`src/rtl/ber_accum.sv`:
```
// Bit-error-rate accumulator: compares tx/rx word pairs over a measurement window.
// Define BER_ACCUM_SATURATE_EN for saturating accumulators; the default build wraps.
module ber_accum #(
  parameter int WIDTH = 13,
  parameter int CNT_W = 32,
  parameter int WIN_W = 32,
  localparam int EW = $clog2(WIDTH + 1)
) (
  input  logic             clk,
  input  logic             rst_n,
  input  logic             start,
  input  logic             stop,
  input  logic             clear,
  input  logic [WIN_W-1:0] window_len,
  input  logic             in_valid,
  input  logic [WIDTH-1:0] tx_word,
  input  logic [WIDTH-1:0] rx_word,
  output logic             in_ready,
  output logic [WIDTH-1:0] error_vec,
  output logic [EW-1:0]    word_err,
  output logic [CNT_W-1:0] total_err,
  output logic [CNT_W-1:0] total_bits,
  output logic             busy,
  output logic             done,
  output logic             overflow
);

  typedef enum logic [1:0] {IDLE, RUN, DRAIN, DONE} state_t;

  state_t           state;
  state_t           state_nxt;
  logic             drain_cnt;
  logic [WIN_W-1:0] win;
  logic [WIN_W-1:0] word_cnt;
  logic [WIN_W-1:0] cnt_inc;
  logic             accept;
  logic             go;
  logic             v1;
  logic [EW-1:0]    pc;
  logic [CNT_W:0]   err_sum;
  logic [CNT_W:0]   bit_sum;

  function automatic logic [EW-1:0] popcount(input logic [WIDTH-1:0] v);
    logic [EW-1:0] n;
    n = '0;
    for (int i = 0; i < WIDTH; i++) n = n + EW'(v[i]);
    return n;
  endfunction

  assign accept  = in_valid && in_ready;
  assign cnt_inc = (word_cnt == '1) ? word_cnt : word_cnt + WIN_W'(1);
  assign go      = (state_nxt == RUN) && (state != RUN);
  assign pc      = popcount(error_vec);
  assign err_sum = {1'b0, total_err} + (CNT_W + 1)'(pc);
  assign bit_sum = {1'b0, total_bits} + (CNT_W + 1)'(WIDTH);

  // Stop beats start, clear beats everything; a window of zero never ends by count.
  always_comb begin
    state_nxt = state;
    unique case (state)
      IDLE:  if (start && !stop) state_nxt = RUN;
      RUN:   if (stop || (accept && win != '0 && cnt_inc == win)) state_nxt = DRAIN;
      DRAIN: if (drain_cnt) state_nxt = DONE;
      DONE:  if (start && !stop) state_nxt = RUN;
      default: state_nxt = IDLE;
    endcase
    if (clear) state_nxt = IDLE;
  end

  always_ff @(posedge clk or negedge rst_n) begin
    if (!rst_n) begin
      state     <= IDLE;
      in_ready  <= 1'b0;
      busy      <= 1'b0;
      done      <= 1'b0;
      drain_cnt <= 1'b0;
      win       <= '0;
      word_cnt  <= '0;
    end else begin
      state     <= state_nxt;
      in_ready  <= (state_nxt == RUN);
      busy      <= (state_nxt == RUN) || (state_nxt == DRAIN);
      done      <= (state_nxt == DONE);
      drain_cnt <= (state_nxt == DRAIN) && (state == DRAIN);
      if (clear) begin
        win      <= '0;
        word_cnt <= '0;
      end else if (go) begin
        win      <= window_len;
        word_cnt <= '0;
      end else if (accept) begin
        word_cnt <= cnt_inc;
      end
    end
  end

  // Two-stage datapath: XOR capture, then popcount and accumulate.
  always_ff @(posedge clk or negedge rst_n) begin
    if (!rst_n) begin
      v1         <= 1'b0;
      error_vec  <= '0;
      word_err   <= '0;
      total_err  <= '0;
      total_bits <= '0;
      overflow   <= 1'b0;
    end else if (clear) begin
      v1         <= 1'b0;
      error_vec  <= '0;
      word_err   <= '0;
      total_err  <= '0;
      total_bits <= '0;
      overflow   <= 1'b0;
    end else begin
      v1 <= accept;
      if (accept) error_vec <= tx_word ^ rx_word;
      if (go) begin
        total_err  <= '0;
        total_bits <= '0;
        overflow   <= 1'b0;
      end else if (v1) begin
        word_err <= pc;
`ifdef BER_ACCUM_SATURATE_EN
        total_err  <= err_sum[CNT_W] ? '1 : err_sum[CNT_W-1:0];
        total_bits <= bit_sum[CNT_W] ? '1 : bit_sum[CNT_W-1:0];
`else
        total_err  <= err_sum[CNT_W-1:0];
        total_bits <= bit_sum[CNT_W-1:0];
`endif
        if (err_sum[CNT_W] || bit_sum[CNT_W]) overflow <= 1'b1;
      end
    end
  end

endmodule

```
`config.mk`:
```
export PLATFORM = sky130hd
export DESIGN_NAME = ber_accum
export DESIGN_NICKNAME = d
export VERILOG_FILES = /design/src/rtl/ber_accum.sv
export SDC_FILE = /design/constraint.sdc
export NUM_CORES = 1
export LEC_CHECK = 0
export BUFFER_PORTS_ARGS = -buffer_cell sky130_fd_sc_hd__buf_4
export CORE_UTILIZATION = 40
export DETAILED_ROUTE_END_ITERATION = 10
export PLACE_DENSITY = 0.61
export SLEW_MARGIN = 20
export SYNTH_ARGS = -nofsm -noshare
export SYNTH_HDL_FRONTEND = slang
export SYNTH_SLANG_ARGS = --single-unit
```
`constraint.sdc`:
```
create_clock -name clk -period 5.5 [get_ports clk]
set_input_delay 0.275 -clock clk [delete_from_list [all_inputs] [get_ports clk]]
set_output_delay 0.275 -clock clk [all_outputs]
set_load 0.05 [all_outputs]
```
After elaboration in Yosys (flattened, before gate mapping)
Cells that the tools add are included.
- flip-flop bits (word level): 153
- bits in latches: 0
- RAM bits: 0
- ROM bits: 0
- input bits: 64
- output and inout port bits: 85
- word-level logic and storage cells: 87
- memories kept: 0
- add/subtract/negate cells: 15
- $mul: 0
- div/mod/pow operators: 0
- magnitude comparators: 0
- equality and inequality tests: 10
- shift operators: 0
- multiplexer cells: 27
- bitwise logic cells: 1
- reduce and logical (&&, ||, !) cells: 21
- operator list (cell ; count):
    $mux W32 ; 12
    $add A4 B1 Y4 ; 9
    $add A32 B4 Y33 ; 1
    $add A32 B4 Y33 const B ; 1
    $add A32 B1 Y32 const B ; 1
    $eq A32 B32 Y1 ; 1
    $eq A32 B32 Y1 const B ; 1
    $reduce_bool A32 Y1 ; 1
    $mux W13 ; 2
    $xor A13 B13 Y13 ; 1
    $mux W4 ; 3
    $reduce_bool A3 Y1 ; 3
    $eq A2 B2 Y1 const B ; 4
    $mux W2 ; 4
    $logic_and A1 B1 Y1 ; 6
    $pmux W2 S3 ; 1
    $reduce_bool A2 Y1 ; 3
    $mux W1 ; 5
    $add A3 B1 Y4 ; 1
    $eq A2 B1 Y1 const B ; 2
    $reduce_and A2 Y1 ; 2
    $add A2 B1 Y3 ; 1
    $logic_or A1 B1 Y1 ; 3
    $add A1 B1 Y2 ; 1
    other kinds (5) ; 5

Depth between registers and ports, before layout
- word-level depth: 18
- mapped depth: 20
- depth with buffers taken out: 18

Least setup slack after synthesis
No wires, ideal clock.
- kind: reg-to-reg
- from: register error_vec[0]
- to: register total_err[31]
- library setup time: 78 ps
- arrival time: 5603 ps
- data required time: 5422 ps
- setup slack: -181 ps
- cell stages (with the launch flop): 19
- buffers on the path: 1
- clock period less this slack: 5681 ps
- cells stage by stage: dfrtp_1 -> inv_1 -> fa_1 -> fa_1 -> fa_1 -> fa_1 -> fa_1 -> fa_1 -> inv_1 -> ha_1 -> a21o_1 -> a21oi_1 -> o21bai_1 -> nor4b_1 -> nand2b_1 -> or2_1 -> clkbuf_1 -> or3_1 -> a21oi_1
- cells in the longest elaborated chain, start to end: 16
- RTL lines (what ; RTL line ; RTL):
    start, declared ; 19 ; output logic [WIDTH-1:0] error_vec,
    start signal, assigned ; 115 ; if (accept) error_vec <= tx_word ^ rx_word;
    $add A1 B1 Y2 ; 46 ; for (int i = 0; i < WIDTH; i++) n = n + EW'(v[i]);
    $add A2 B1 Y3 ; 46 ;
    $add A3 B1 Y4 ; 46 ;
    $add A4 B1 Y4 (9 in a row) ; 46 ;
    $add A32 B4 Y33 ; 54 ; assign err_sum = {1'b0, total_err} + (CNT_W + 1)'(pc);
    $mux W32 ; 120 ; end else if (v1) begin
    $mux W32 ; 116 ; if (go) begin
    $mux W32 ; 106 ; end else if (clear) begin
    end signal, assigned ; 126 ; total_err <= err_sum[CNT_W-1:0];
    end, declared ; 21 ; output logic [CNT_W-1:0] total_err,
Every way passes these cells. The select of a mux whose other input is x is not followed.
A chain may end at the register's enable or synchronous reset.

Worst setup path after layout
- from: register error_vec[1]
- to: register total_err[31]
Same word-level chain as after synthesis.

==> summary.txt <==
CTS
  – Root buf cell: clkbuf_16
  – TritonCTS buffer count: 17
  – Clk sink count: 153
  – CTS tree: built
  – Max clock buf depth: 2
  – Worst-skew pair later-pin latency: 0.42 ns
  – Clock-pin slew on the worst setup and hold paths: 0.07 ns
  – # Post-CTS Setup Buffers: 0
  – H-tree levels: 4

Power and ir drop
  – Clk pwr share: 33.1%
  – Cell internal pwr: 2.32 mW
  – LEAKAGE: 4.75 nW
  – Power Total: 3.61 mW
  – Sw Ratio: 35.8%
  – Pwr per Cell Area: 334 nW/um^2
  – P_sw: 1.29 mW
  – Reg power frac: 37.0%
  – Logic pwr share: 30.0%
  – Worst VDD drop: 0.254 mV

Detailed routing
  – Final WL: 23100 um
  – Mean number of vias per cell: 5.32
  – Detailed-route via count: 7486
  – Final ANT Viol Nets: 0
  – DRT Pass-1 Iters: 5
  – DRC: 0
  – Drt wl/cell: 16.4 um
  – Initial DRC Count: 447

Placement
  – DP Wirelength: 16900 um
  – GPL Wtd Cong: 0.928
  – IO buf count: 148

Die
  – Core Region: 21400 um^2
  – Die span in y: 151 um
  – Initial Util: 41.3%
  – Die X: 151 um
  – Row count: 53
  – I/O pin count: 149
  – Die footprint: 22700 um^2

Yosys
  – Post-synth top area cell: dfrtp_1
  – Register area share after synthesis: 43.4%
  – Post-synth EDFFs: 0
  – Gate Count Post-Synth: 991
  – Largest cells by area after synthesis: dfrtp_1, xor2_1, xnor2_1
  – Yosys Warn Count: 0
  – Predominant post-synthesis flop cell: dfrtp_1
  – #FFs+latches synth: 153
  – Synth Net Count: 1078
  – Top-area cell type share of the netlist area: 43.4%
  – Mapped cell area: 8820 um^2
  – Asr flop ratio synth: 100%
  – Syn Area/Cell: 8.90 um^2
  – Synth unique cells: 61

Global route
  – Global route total overflow: 0
  – GRT Util Overall: 21.1%
  – First-pass GRT wire length: 37000 um
  – Initial antenna violation count: 0
  – Vias in the first global route: 6855
  – Largest net degree at the start of global routing: 98

Finish
  – Nets@finish: 1208
  – Synth-to-Final Area Change: 22.5%
  – Diode count: 0
  – Layout cells sized above 1: 19.0%
  – Most frequent cells in the layout: buf_4, dfrtp_1, nor2_1
  – Most common cell after layout, fill and taps aside: buf_4
  – Utilization after layout: 50.6%

Hold path
  – Worst hold path class: in2reg
  – Hold Path Stages: 3

STA
  – Measured slew at the worst slew-check pin: 1.04 ns
  – Final hold vios: 0
  – Max frequency: 0.189 GHz
  – Slew Limit Fails: 0
  – Slew Limit Headroom: 30.6%
  – Endpoints failing setup: 0
  – RSZ-0062 raised after global routing: yes
  – Final setup skew: 0.0112 ns
  – Period utilization: 96.0%
  – Tmin final: 5.28 ns
  – Hold_ws: 0.0883 ns

Worst setup path
  – Worst r2r path cells: 17
  – Crit-path max FO: 7
  – Worst EP arrival: 5.62 ns
  – Crit. End Element: flop
  – Critical Path RT: 5.84 ns
  – Critical setup path kind: reg2reg
  – Startpoint Class: flop

Outcome
  – Status: finished clean

Flow run
  – Maxcap violations: 0
==> logic make-up (layout without fill, tap and decap cells) <==
logic type               Yosys count  after routing  synth area share, %
buffers and inverters             90            232                 4.08
XOR/XNOR                         129            129                 12.8
multiplexers                      10             10                 1.13
adder cells (fa/ha/maj)           23             23                 4.03
flip-flops                       153            153                 43.4
AO/OA/AOI/OAI                    144            144                 9.64
AND/OR/NAND/NOR                  442            442                 24.9
==> cells in the mapped netlist, types with 2 or more instances <==
cell / number
a21oi_1: 67
xor2_1: 67
and4_1: 8
inv_1: 39
nor3_1: 13
buf_1: 3
a211oi_1: 16
nor4b_1: 4
nand3_1: 33
o32ai_1: 2
and2_1: 4
nor4_2: 3
nand4_2: 2
a311oi_1: 2
o21ai_0: 28
a31oi_1: 6
and3_1: 12
xnor2_1: 62
nor2_1: 138
dfrtp_1: 153
buf_2: 14
a21o_1: 3
nor4_1: 18
nand2b_1: 9
nand4b_1: 5
ha_1: 14
nand4_4: 2
nand4_1: 27
nand2_1: 120
clkbuf_1: 32
o22ai_1: 2
mux2i_1: 10
a21boi_1: 2
fa_1: 9
or4_1: 4
nor2b_1: 8
o21ai_1: 2
or3_1: 20
nor3b_1: 6
==> power groups by stage <==
stage / combinational, mW / clock [mW] / sequential (mW)
after global placement: 1.07 / 0 / 1.35
after floorplan: 0.656 / 0 / 1.43
after global routing: 1.20 / 1.27 / 1.35
after detailed placement: 1.08 / 0 / 1.36
after CTS: 1.09 / 1.22 / 1.34
final: 1.08 / 1.19 / 1.33
==> metrics by stage <==
| stage | cells | setup TNS, ns | setup WS [ns] | area, um^2 |
|---|---|---|---|---|
| 2_1_floorplan | 991 | 0 | 0.0989 | 8840 |
| 6_report | 1408 | 0 | 0.220 | 10800 |
| 5_1_grt | 1408 | -0.0286 | -0.0286 | 10800 |
| 3_5_place_dp | 1376 | 0 | 0.0819 | 10200 |
| 4_1_cts | 1408 | 0 | 0.0646 | 10800 |
| 3_3_place_gp | 1376 | 0 | 0.187 | 10200 |
==> registers in the layout, summed over array words and instances, names as in the netlist <==
signal and cells:
total_bits 32, total_err 32, win 32, word_cnt 32, error_vec 13, word_err 4, state 2, busy 1
done 1, drain_cnt 1, in_ready 1, overflow 1, v1 1
==> critical path, stage by stage, from the launching register on <==
cell and delay [ns]:
dfrtp_2 0.40, inv_1 0.10, fa_1 0.46, fa_1 0.49, fa_1 0.52, fa_1 0.43
fa_2 0.37, fa_1 0.52, inv_1 0.08, ha_1 0.28, a21o_1 0.10, a21oi_1 0.10
o21bai_2 0.24, nor4b_4 0.25, nand2b_1 0.11, or2_4 0.27, or3_1 0.34, a21oi_1 0.15
==> final timing paths <==
path	start	end	slack (ns)
worst max-delay path	error_vec[1]$_DFFE_PN0P_	total_err[31]$_DFFE_PN0P_	0.22
worst min-delay path	window_len[27]	win[27]$_DFFE_PN0N_	0.09
worst max register to register	error_vec[1]$_DFFE_PN0P_	total_err[31]$_DFFE_PN0P_	0.22
worst min register to register	overflow$_DFFE_PN0P_	overflow$_DFFE_PN0P_	0.51
max in group asynchronous	rst_n	word_cnt[8]$_DFFE_PN0P_	3.69
min in group asynchronous	rst_n	total_bits[21]$_DFFE_PN0P_	0.51
==> timing repair <==
item,4_1_cts,5_1_grt
endpoints found under the hold margin,24,0
gates resized for setup,0,5
hold buffers,1,0
setup endpoints to repair,0,8
==> routing by layer <==
| metal | wire (um) | global-route usage [%] |
|---|---|---|
| met3 | 1460 | 5.48 |
| met4 | 294 | 5.45 |
| met1 | 11000 | 30.7 |
| met2 | 10300 | 31.0 |
| met5 | 0 | 0 |
==> layout make-up <==
| class | count | area (um^2) |
|---|---|---|
| Clock buffer | 19 | 453 |
| Multi-Input combinational cell | 748 | 4670 |
| Clock inverter | 12 | 140 |
| Fill cell | 2068 | 10500 |
| Sequential cell | 153 | 3840 |
| Inverter | 39 | 146 |
| Timing Repair Buffer | 162 | 1220 |
| Tap cell | 275 | 344 |
Power figures use the tool's default switching activity.
